`src/rtl/sram_mem_responder_if.sv`:
```
// MEM-stage data-memory request bus between the core (master) and the SRAM responder (slave).
interface sram_mem_responder_if;
    logic        wr_en;
    logic        rd_en;
    logic [31:0] address;
    logic [31:0] write_data;
    logic [31:0] read_data;
    logic        ready;

    modport master (output wr_en, rd_en, address, write_data, input read_data, ready);
    modport slave  (input wr_en, rd_en, address, write_data, output read_data, ready);
endinterface

```
`src/rtl/sram_mem_responder.sv`:
```
// Serves MEM-stage word reads/writes against a 16-bit async SRAM as two half-word
// accesses followed by a programmable settle period; ~ready freezes the pipeline.
module sram_mem_responder #(
    parameter logic [31:0] BASE_ADDR   = 32'd1024,
    parameter int unsigned WAIT_CYCLES = 2
) (
    input  logic                 clk,
    input  logic                 rst,
    sram_mem_responder_if.slave  mem,
    output logic [17:0]          sram_addr,
    output logic [15:0]          sram_dq_out,
    input  logic [15:0]          sram_dq_in,
    output logic                 sram_dq_oe,
    output logic                 sram_we_n
);

    localparam logic [2:0] IDLE  = 3'd0;
    localparam logic [2:0] WR_LO = 3'd1;
    localparam logic [2:0] WR_HI = 3'd2;
    localparam logic [2:0] RD_LO = 3'd3;
    localparam logic [2:0] RD_HI = 3'd4;
    localparam logic [2:0] WAIT  = 3'd5;
    localparam logic [2:0] DONE  = 3'd6;

    localparam logic [3:0] WAIT_INIT = 4'(WAIT_CYCLES);

    logic [2:0]  state;
    logic [3:0]  cnt;
    logic [16:0] widx;
    logic [31:0] data_q;
    logic [16:0] widx_next;

    // Word index of the offset into SRAM space; wraps mod 2^32 with no range check.
    assign widx_next = 17'((mem.address - BASE_ADDR) >> 2);

    always_ff @(posedge clk) begin
        if (rst) begin
            state         <= IDLE;
            cnt           <= '0;
            widx          <= '0;
            data_q        <= '0;
            mem.read_data <= '0;
        end else begin
            case (state)
                IDLE: begin
                    if (mem.wr_en || mem.rd_en) begin
                        state  <= mem.wr_en ? WR_LO : RD_LO;
                        widx   <= widx_next;
                        data_q <= mem.write_data;
                    end
                end
                WR_LO: state <= WR_HI;
                WR_HI: begin
                    state <= WAIT;
                    cnt   <= WAIT_INIT;
                end
                RD_LO: begin
                    mem.read_data[15:0] <= sram_dq_in;
                    state               <= RD_HI;
                end
                RD_HI: begin
                    mem.read_data[31:16] <= sram_dq_in;
                    state                <= WAIT;
                    cnt                  <= WAIT_INIT;
                end
                WAIT: begin
                    // A count of 0 or 1 both finish here, so WAIT always lasts max(WAIT_CYCLES,1).
                    if (cnt <= 4'd1) begin
                        state <= DONE;
                        cnt   <= '0;
                    end else begin
                        cnt <= cnt - 4'd1;
                    end
                end
                DONE:    state <= IDLE;
                default: state <= IDLE;
            endcase
        end
    end

    always_comb begin
        sram_addr   = '0;
        sram_dq_out = '0;
        sram_dq_oe  = 1'b0;
        sram_we_n   = 1'b1;
        mem.ready   = 1'b0;
        case (state)
            IDLE: mem.ready = ~(mem.wr_en | mem.rd_en);
            WR_LO: begin
                sram_addr   = {widx, 1'b0};
                sram_dq_out = data_q[15:0];
                sram_dq_oe  = 1'b1;
                sram_we_n   = 1'b0;
            end
            WR_HI: begin
                sram_addr   = {widx, 1'b1};
                sram_dq_out = data_q[31:16];
                sram_dq_oe  = 1'b1;
                sram_we_n   = 1'b0;
            end
            RD_LO:   sram_addr = {widx, 1'b0};
            RD_HI:   sram_addr = {widx, 1'b1};
            DONE:    mem.ready = 1'b1;
            default: ;
        endcase
    end

endmodule

```
`src/flat_wrapper.sv`:
```
// flat-port wrapper written by rule: the top's interface ports become plain ports
module sram_mem_responder_flat 
#(
    parameter logic [31:0] BASE_ADDR   = 32'd1024,
    parameter int unsigned WAIT_CYCLES = 2
)
  (clk, rst, sram_addr, sram_dq_out, sram_dq_in, sram_dq_oe, sram_we_n, mem_wr_en, mem_rd_en, mem_address, mem_write_data, mem_read_data, mem_ready);
  sram_mem_responder_if mem_i ();
  input  logic clk;
  input  logic rst;
  output logic [17:0] sram_addr;
  output logic [15:0] sram_dq_out;
  input  logic [15:0] sram_dq_in;
  output logic sram_dq_oe;
  output logic sram_we_n;
  input wire logic [$bits(mem_i.wr_en)-1:0] mem_wr_en;
  input wire logic [$bits(mem_i.rd_en)-1:0] mem_rd_en;
  input wire logic [$bits(mem_i.address)-1:0] mem_address;
  input wire logic [$bits(mem_i.write_data)-1:0] mem_write_data;
  output wire logic [$bits(mem_i.read_data)-1:0] mem_read_data;
  output wire logic [$bits(mem_i.ready)-1:0] mem_ready;
  assign mem_i.wr_en = mem_wr_en;
  assign mem_i.rd_en = mem_rd_en;
  assign mem_i.address = mem_address;
  assign mem_i.write_data = mem_write_data;
  assign mem_read_data = mem_i.read_data;
  assign mem_ready = mem_i.ready;
  sram_mem_responder #(.BASE_ADDR(BASE_ADDR), .WAIT_CYCLES(WAIT_CYCLES)) u_core (.clk(clk), .rst(rst), .mem(mem_i), .sram_addr(sram_addr), .sram_dq_out(sram_dq_out), .sram_dq_in(sram_dq_in), .sram_dq_oe(sram_dq_oe), .sram_we_n(sram_we_n));
endmodule
```
`config.mk`:
```
export PLATFORM = sky130hd
export DESIGN_NAME = sram_mem_responder_flat
export DESIGN_NICKNAME = d
export VERILOG_FILES = /design/src/rtl/sram_mem_responder_if.sv /design/src/rtl/sram_mem_responder.sv /design/src/flat_wrapper.sv
export SDC_FILE = /design/constraint.sdc
export NUM_CORES = 1
export LEC_CHECK = 0
export CAP_MARGIN = 20
export CORE_ASPECT_RATIO = 1.25
export CORE_MARGIN = 2
export CORE_UTILIZATION = 39
export CTS_BUF_LIST = sky130_fd_sc_hd__clkbuf_8 sky130_fd_sc_hd__clkbuf_16
export DETAILED_ROUTE_END_ITERATION = 6
export HOLD_SLACK_MARGIN = 0.12
export PLACE_DENSITY = 0.75
export SYNTH_ARGS = -nofsm -noshare
export SYNTH_HDL_FRONTEND = slang
export SYNTH_SLANG_ARGS = --single-unit
```
`constraint.sdc`:
```
create_clock -name clk -period 1.5 [get_ports clk]
set_input_delay 0.3 -clock clk [delete_from_list [all_inputs] [get_ports clk]]
set_output_delay 0.3 -clock clk [all_outputs]
set_load 0.05 [all_outputs]
```
==> impl_metrics.toml, run 1 <==
[worst_setup_path]
crit_path_start = "u_core.state[2]"
required_ps = 1200
worstPathArrival_ps = 1570
crit_top_cell = "buf_12"
reg2reg_slack_ps = 10
cp-end-kind = "output port"
critical_path.top_delay_family = "buffers and inverters"
critPathBufInv = 3
critPathMaxFanout = 6
worst_setup_path_start_kind = "flop"
path_class = "flop to output port"
crit_path_max_incr_delay_ps = 380
r2r_start = "u_core.cnt[1]"
cp_cell_sequence = "nand2b_4 -> nor2_4 -> buf_12 -> buf_16 -> a22o_4 -> buf_12"
slowest_stage = "dfxtp_4"

[finish]
layout.nets = 691
fillers = 644
syn2layout_area_growth_pct = 79.6
final_cells = 735
stdcell_area_sq_um = 6840
final_util = 0.715
drive_gt1_frac = 0.321

[yosys]
synth_top_family_by_area = "compound AO/OA/AOI/OAI gates"
ys_ff_latch = 88
synth_nets = 539
synthMuxAreaShare = 0.0421
synth_fa_ha_area_frac = 0.00986
ys_seq_area_frac = 0.463
yosysMostFrequentCell = "dfxtp_1"
synth_compound_area_frac = 0.236
ys.flop_type = "dfxtp_1"
synth.distinct_cells = 45
synth.avg_cell_area_sq_um = 8.42
synth_area_sq_um = 3810
yosysWarnings = 0
synth_top_area_frac = 0.463
synth_edf_count = 0
synth_area_leader_cell = "dfxtp_1"
synthTopCellsByCount = "dfxtp_1 (88), a21oi_1 (69), nand3_1 (42)"
synthTopCellsByArea = "dfxtp_1 (46%), a21oi_1 (9.1%), nand3_1 (5.5%)"
async_flop_share = 0
synthSimpleGateAreaFrac = 0.196
synth_xor_area_frac = 0.00460
synth_cells = 452

[power_and_ir_drop]
internal-power_w = 0.00615
p_sw_frac = 0.373
power.density_nw_per_um2 = 1440
p_leak_nw = 2.65
clockPowerShare = 0.223
seqPwrFrac = 0.307
p_switching_w = 0.00367
vdd_ir_drop_max_v = 0.000885
total_power_w = 0.00982
p_comb_frac = 0.470

[run]
cap_violations = 0

[timing]
slew_headroom = 0.716
timing.fmax_mhz = 535
layout_min_cycle_time_ps = 1870
drv_slew = 0
final_hold_viol_count = 0
rsz0062_at_grt = "true"
final.period_utilization = 1.25
skew_ps = 7.57
hold_ws_ps = 283
timing.final.ws_setup_ps = -371
setup_viol = 37
tightest_slew_ps = 425

[floorplanning]
core_area_sq_um = 9560
floorplan.initialDensity = 0.398
die-area_sq_um = 10600
chipWidth_um = 92.4
ios = 153
rows = 40
die_height_um = 114

[route]
wl_per_cell_um = 17.1
drt-met1-wl_um = 4840
top_layer = "met4"
drc = 0
final_antenna_net_count = 0
wl_um = 12600
drt-pass1-iter-count = 4
wl_met2_um = 6520
vias = 4024
vias_per_cell = 5.47
drtIter0Drc = 218
met3RoutedLength_um = 950

[placement]
place_hpwl_um = 8190
dpl_cell_area_sq_um = 6150
port_buffers = 137
place_congestion = 0.800
dpl.cell_count = 711

[clock_network]
cts_tree = "yes"
clk_pin_slew_ps = 60
cts_hold_buf = 0
clkSinkCount = 88
clk_latency_ps = 330
cts-root-buf = "clkbuf_16"
htreeDepth = 3
cts_buffers = 9
cts_buffer_depth = 2

[run_status]
violations = "setup timing"
status = "finished with violations"

[min_path]
min_path_type = "input pin to flop"
worstHoldStart = "rst"

[global_routing]
grt_pass1_wl_um = 19100
grt_max_degree = 41
grt_overflow = 0
grt_usage = 0.222
grt_pass1_vias = 3897
antenna_found_initial = 1
## power groups by stage
stage                     Combinational (W)  Clock [W]  Sequential (W)
after floorplan                     0.00227          0         0.00314
after global placement              0.00395          0         0.00299
after detailed placement            0.00402          0         0.00301
after CTS                           0.00431    0.00222         0.00298
after global routing                0.00487    0.00231         0.00305
final                               0.00462    0.00219         0.00302
## sequential cells by signal, summed over array words and instances, names as in the netlist
register              flops
u_core.cnt                4
u_core.data_q            32
u_core.mem.read_data     32
u_core.state              3
u_core.widx              17
## final timing paths
kind | to | depth (start not counted)
setup / recovery | sram_dq_out[6] | 6
hold / removal | u_core.mem.read_data[7] | 2
setup reg to reg | u_core.state[1] | 5
hold reg to reg | u_core.widx[0] | 2
## metrics by stage
step / setup WS [ps] / setup TNS (ps)
CTS: -388 / -12940
global placement: -543 / -14830
floorplan: -71.3 / -1050
finish: -371 / -12070
detailed placement: -593 / -17120
global route: -414 / -13890
## cell type report
class                   count  area, sq um  area share
clock inverters             6         62.6     0.00915
flip-flops and latches     88         1770       0.260
multi-input cells         317         2150       0.315
repair buffers            182         2440       0.357
inverters                   6         22.5     0.00329
clock buffers               9          225      0.0329
diodes                      1         2.50    0.000366
well taps                 126          158      0.0231
## layout by cell type, fill, tap and decap left out, types with 2 or more instances in the layout
cell	instances
or3b_4	2
nand3_1	42
dfxtp_4	3
clkbuf_16	11
nand2_1	33
inv_2	2
or3_1	2
o31ai_1	3
a22o_4	16
mux2i_1	16
buf_12	58
or2_4	2
clkinvlp_4	2
o21ai_0	30
buf_2	3
buf_8	8
a211oi_1	5
dlymetal6s2s_1	2
o311ai_0	3
nor2_1	18
buf_4	25
and2_4	11
o21ai_1	12
and2_2	6
nand3b_1	2
xnor2_1	2
clkdlybuf4s50_1	61
a21oi_1	68
nor4_1	2
buf_6	20
dfxtp_1	84
a311oi_1	4
dlygate4sd2_1	2
ha_2	2
nor2_4	5
inv_1	5
nor3b_4	2
nand2b_1	3
## layer usage
layer	up-vias	track usage
met2	156	0.398
met4	0	0.0706
met5	-	0
met1	1921	0.253
met3	22	0.0632
li1	1925	-
## cells by family after synthesis
family	after synthesis
simple gates	145
xor+xnor	2
buf+inv	47
mux	16
fa+ha+maj	3
flops	88
compound gates	151
## what timing repair did
action,in CTS,in global routing
pin swaps,14,13
resized for setup,33,51
endpoints found under the setup margin,51,94
buffers inserted,5,0
gates cloned,1,2
(Power assumes the default switching activity.)
==> inputs of run 2 (changes only) <==
--- a/config.mk
+++ b/config.mk
@@ -8,11 +8,11 @@
 export CAP_MARGIN = 20
 export CORE_ASPECT_RATIO = 1.25
 export CORE_MARGIN = 2
-export CORE_UTILIZATION = 39
-export CTS_BUF_LIST = sky130_fd_sc_hd__clkbuf_8 sky130_fd_sc_hd__clkbuf_16
+export CORE_UTILIZATION = 40
+export CTS_BUF_LIST = sky130_fd_sc_hd__clkbuf_4 sky130_fd_sc_hd__clkbuf_8
 export DETAILED_ROUTE_END_ITERATION = 6
 export HOLD_SLACK_MARGIN = 0.12
-export PLACE_DENSITY = 0.75
+export PLACE_DENSITY = 0.77
 export SYNTH_ARGS = -nofsm -noshare
 export SYNTH_HDL_FRONTEND = slang
 export SYNTH_SLANG_ARGS = --single-unit
==> run 2 against run 1 <==
The run still ends with setup timing left. Worst setup slack got worse by 37 ps. Largest cell class unchanged. Critical path type unchanged. Utilization increased by 9.2 points. Largest power group unchanged. Die area decreased by 2.4%. Register-to-register slack got worse by 200 ps. Routed wire length increased by 24%. Final cell count increased by 1.6%. Sequential power increased by 2%. Count of clock-buffer cells in the layout increased by 2. Total power increased by 12%. Clock power decreased by 9%. Via count increased by 8.1%.
==> impl_metrics.toml, run 2 (synthesis gave the netlist of run 1 again) <==
[finish]
drive_gt1_frac = 0.439
layout.nets = 706
antennaDiodeCount = 0
layout_common_cells = "dfxtp_1 (83), buf_12 (76), clkdlybuf4s50_1 (63)"
final_common_cell = "dfxtp_1"
syn2layout_area_growth_pct = 95.6
fillers = 460
top_regs = "u_core.data_q x32, u_core.mem.read_data x32, u_core.widx x17"
final_cells = 747

[power_and_ir_drop]
power.density_nw_per_um2 = 1480
vdd_ir_drop_max_v = 0.00104
p_leak_nw = 2.78

[placement]
port_buffers = 137
place_hpwl_um = 8410
place_congestion = 0.808
dpl.cell_count = 709

[route]
drc = 0
drtIter0Drc = 333
wl_per_cell_um = 20.9
final_antenna_net_count = 0
vias_per_cell = 5.82
vias = 4348
drt-pass1-iter-count = 5
wl_um = 15600

[timing]
drv_slew = 0
tightest_slew_ps = 415
final_hold_viol_count = 0
rsz0062_at_grt = "true"
slew_headroom = 0.723
timing.fmax_mhz = 524
final.period_utilization = 1.27
skew_ps = 10.3
hold_ws_ps = 274
timing.final.ws_setup_ps = -408
layout_min_cycle_time_ps = 1910
setup_viol = 96

[worst_setup_path]
r2r_start = "u_core.state[1]"
critPathBufInv = 2
slowest_stage = "dfxtp_4"
worst_setup_path_start_kind = "flop"
cp-end-kind = "output port"
worstRegToRegCells = 6
worstPathArrival_ps = 1610
reg2reg_slack_ps = -190
worstReg2RegEnd = "u_core.data_q[12]"
critPathMaxFanout = 7
required_ps = 1200
crit_path_max_incr_delay_ps = 370
path_class = "flop to output port"
crit_path_start = "u_core.state[2]"
cp_cell_sequence = "buf_4 -> nor4_4 -> a21oi_2 -> nor2_4 -> buf_12"
critical_path.top_delay_family = "simple AND/OR/NAND/NOR gates"

[floorplanning]
die_height_um = 113
floorplan.initialDensity = 0.413
core_area_sq_um = 9220
ios = 153
rows = 39
die-area_sq_um = 10300
chipWidth_um = 91.3

[global_routing]
grt_pass1_vias = 4024
grt_pass1_wl_um = 19500
antenna_found_initial = 0
grt_max_degree = 55
grt_usage = 0.229
grt_overflow = 0

[clock_network]
cts_buffer_depth = 2
cts-root-buf = "clkbuf_8"
clk_latency_ps = 350
cts_buffers = 9
cts_tree = "yes"
clk_pin_slew_ps = 90
htreeDepth = 3
clkSinkCount = 88

[min_path]
min_to = "u_core.widx[8]"
min_path_type = "input pin to flop"
worstHoldStart = "mem_address[10]"
hold_path_depth = 3

[run_status]
status = "finished with violations"
violations = "setup timing"

[run]
cap_violations = 0
==> run 2: changes by cell type in the layout (fill, tap and decap cells not counted), moves of 8 or more <==
cell      change
a21oi_1      -14
o21ai_1      -11
buf_6         -8
a21oi_2      +14
buf_12       +18
clkbuf_8      +9
o21ai_2      +28
o21ai_4      +11
o21ai_0      -28
==> run 2: area by class of cell <==
| cell class | count | area, sq um | share of cell area |
|---|---|---|---|
| clock buffers | 11 | 139 | 0.0187 |
| clock inverters | 5 | 105 | 0.0141 |
| flip-flops and latches | 88 | 1780 | 0.238 |
| well taps | 123 | 154 | 0.0207 |
| inverters | 6 | 27.5 | 0.00370 |
| multi-input cells | 318 | 2510 | 0.337 |
| repair buffers | 196 | 2730 | 0.367 |
==> run 2: through the flow <==
stage          total power [W]  setup TNS [ps]   util  cell area [sq um]  setup WS, ps
2_1_floorplan          0.00541           -1050      -               4020         -71.3
3_3_place_gp           0.00722          -10190  0.691               6370          -544
3_5_place_dp           0.00733          -12460  0.691               6370          -654
4_1_cts                0.00970          -13360  0.743               6850          -417
5_1_grt                 0.0113          -22010  0.807               7450          -451
6_report                0.0110          -17850  0.807               7450          -408
==> run 2: repair_timing <==
item | in CTS | in global routing
cloned | 1 | 10
endpoints found under the setup margin | 86 | 100
pin swaps | 16 | 89
resized for setup | 63 | 122
buffers inserted | 7 | 6
hold buffers | 0 | 0
==> run 2: per-layer routing <==
layer / GRT usage / wire length [um] / vias up
li1: - / - / 1956
met1: 0.252 / 5490 / 2068
met2: 0.412 / 8110 / 260
met3: 0.0679 / 1250 / 64
met4: 0.0899 / 749 / 0
met5: 0 / 0 / -
==> run 2: worst max-delay path by stage <==
stage | slack, ps | cells past startpoint | to
floorplan | -70 | 5 | u_core.widx[14]
global placement | -540 | 6 | u_core.widx[14]
detailed placement | -650 | 6 | u_core.widx[14]
CTS | -420 | 6 | sram_dq_out[12]
global route | -450 | 6 | sram_dq_out[1]
finish | -410 | 5 | mem_ready
==> run 2: worst reg2reg max path: stages, from the launching register on <==
cell       delay, ps
dfxtp_4          390
buf_6            140
buf_6            130
or3_4            460
clkbuf_16        210
o21ai_4          180
a21oi_2           80
==> run 2: where the power goes <==
part           leakage [nW]  switching [W]  internal (W)
Combinational          1.94        0.00306       0.00283
Clock                 0.117       0.000854       0.00115
Sequential            0.722       0.000389       0.00270
Total                  2.78        0.00431       0.00668
==> inputs of run 3 (changes only) <==
--- a/config.mk
+++ b/config.mk
@@ -6,7 +6,6 @@
 export NUM_CORES = 1
 export LEC_CHECK = 0
 export CAP_MARGIN = 20
-export CORE_ASPECT_RATIO = 1.25
 export CORE_MARGIN = 2
 export CORE_UTILIZATION = 40
 export CTS_BUF_LIST = sky130_fd_sc_hd__clkbuf_4 sky130_fd_sc_hd__clkbuf_8
==> run 3 against run 2 <==
The flow still finishes with violations (setup timing). Hold slack worse by 4.6 ps. Critical path depth is 1 higher. Register-to-register slack worse by 100 ps. Clock power is 4% lower. Final cell count is 2.3% higher. Sequential power is 2% lower. Combinational power is 5.1% higher. Sequential share of layout area is 0.20 points lower. Design area is 0.71% higher. Worst setup slack worse by 77 ps.
==> impl_metrics.toml, run 3 (synthesis gave the netlist of run 1 again) <==
[timing]
final.period_utilization = 1.32
rsz0062_at_grt = "true"
layout_min_cycle_time_ps = 1990
skew_ps = 23.5
setup-tns-final_ps = -24640
tightest_slew_ps = 433
timing.fmax_mhz = 504
drv_slew = 0
timing.final.ws_setup_ps = -485
setup_viol = 106
final_hold_viol_count = 0
hold_ws_ps = 269
slew_headroom = 0.708

[clock_network]
cts_tree = "yes"
cts-root-buf = "clkbuf_8"
htreeDepth = 3
cts_buffers = 9
clkSinkCount = 88
clk_pin_slew_ps = 100
cts_hold_buf = 0
clk_latency_ps = 360
cts_buffer_depth = 2

[global_routing]
grt_pass1_vias = 4106
grt_usage = 0.243
grt_pass1_wl_um = 20100
antenna_found_initial = 0
grt_max_degree = 45
grt_overflow = 0

[finish]
final_util = 0.812
drive_gt1_frac = 0.425
layout.nets = 717
top_regs = "u_core.data_q x32, u_core.mem.read_data x32, u_core.widx x17"
syn2layout_area_growth_pct = 96.9
final_common_cell = "dfxtp_1"
stdcell_area_sq_um = 7500
layout_common_cells = "dfxtp_1 (83), buf_12 (80), clkdlybuf4s50_1 (63)"
antennaDiodeCount = 0
fillers = 528

[worst_setup_path]
cp-end-kind = "output port"
critPathMaxFanout = 6
required_ps = 1200
worst_setup_path_start_kind = "flop"
worstRegToRegCells = 7
path_class = "flop to output port"
crit_path_max_incr_delay_ps = 360
worstPathArrival_ps = 1690
slowest_stage = "dfxtp_2"
crit_top_cell = "buf_12"
cp_cell_sequence = "buf_8 -> nor3b_4 -> buf_6 -> buf_12 -> a22o_2 -> buf_12"

[route]
drtIter0Drc = 202
vias_per_cell = 5.78
wl_um = 15500
vias = 4416
wl_per_cell_um = 20.3
drt-pass1-iter-count = 6
drc = 0
final_antenna_net_count = 0

[floorplanning]
rows = 35
core_area_sq_um = 9240
ios = 153
die-area_sq_um = 10300
die_height_um = 102
floorplan.initialDensity = 0.412
chipWidth_um = 102

[placement]
port_buffers = 137
dpl_cell_area_sq_um = 6360
place_congestion = 0.826
place_ws_ps = -632
place_hpwl_um = 8530

[run]
cap_violations = 0

[power_and_ir_drop]
vdd_ir_drop_max_v = 0.000774
p_leak_nw = 2.85
power.density_nw_per_um2 = 1490

[min_path]
min_path_type = "input pin to flop"
hold_path_depth = 3

[run_status]
status = "finished with violations"
violations = "setup timing"
## run 3: changes by cell type in the layout (fill, tap and decap cells not counted), moves of 4 or more
cell	delta
a21oi_1	+7
a21oi_2	-7
a22o_2	+4
a22o_4	-4
buf_12	+4
o21ai_1	+9
o21ai_4	-10
## run 3: timing repair
item                                    in CTS  in global routing
buffers inserted                            11                 14
gates resized for setup                     51                115
cloned                                       4                 11
pin swaps                                   13                 20
endpoints found under the setup margin      88                105
## run 3: layer usage
layer  track usage  vias up  part of all wire  wire length (um)
met1         0.281     2105              0.36              5590
li1              -     1988                 -                 -
met4        0.0738        0             0.038               595
met3        0.0794       58             0.092              1420
met5             0        -                 0                 0
met2         0.427      265              0.51              7920
## run 3: metrics by stage
step           power (W)  instances
3_3_place_gp     0.00712        712
6_report          0.0111        764
3_5_place_dp     0.00725        712
2_1_floorplan    0.00541        452
4_1_cts          0.00979        742
5_1_grt           0.0115        764
## run 3: final timing paths
check / start / end / slack (ps)
setup / recovery: u_core.state[1] / sram_dq_out[15] / -490
hold / removal: mem_address[10] / u_core.widx[8] / 270
setup reg to reg: u_core.state[2] / u_core.data_q[29] / -290
hold reg to reg: u_core.widx[1] / u_core.widx[1] / 470
## run 3: final cells by class
cell class                 count  area [sq um]  area share
timing repair buffer         206          2960       0.394
multi-input combinational    319          2350       0.314
sequential                    88          1770       0.236
tap                          129           161      0.0215
clock buffer                  11           145      0.0194
clock inverter                 5          86.3      0.0115
inverter                       6          25.0     0.00334
## run 3: worst max-delay path, delay by kind of cell, from the launching register on
family / cells / cell delay (ps)
AND/OR/NAND/NOR: 1 / 240
flip-flops: 1 / 360
AO/OA/AOI/OAI: 1 / 160
buffers and inverters: 4 / 560
## run 3: where the power goes
group	internal [W]	total [W]	switching [W]	leakage, nW
clock network	0.00102	0.00192	0.000902	0.118
logic	0.00313	0.00619	0.00307	2.01
registers	0.00270	0.00302	0.000320	0.722
total	0.00685	0.0111	0.00429	2.85
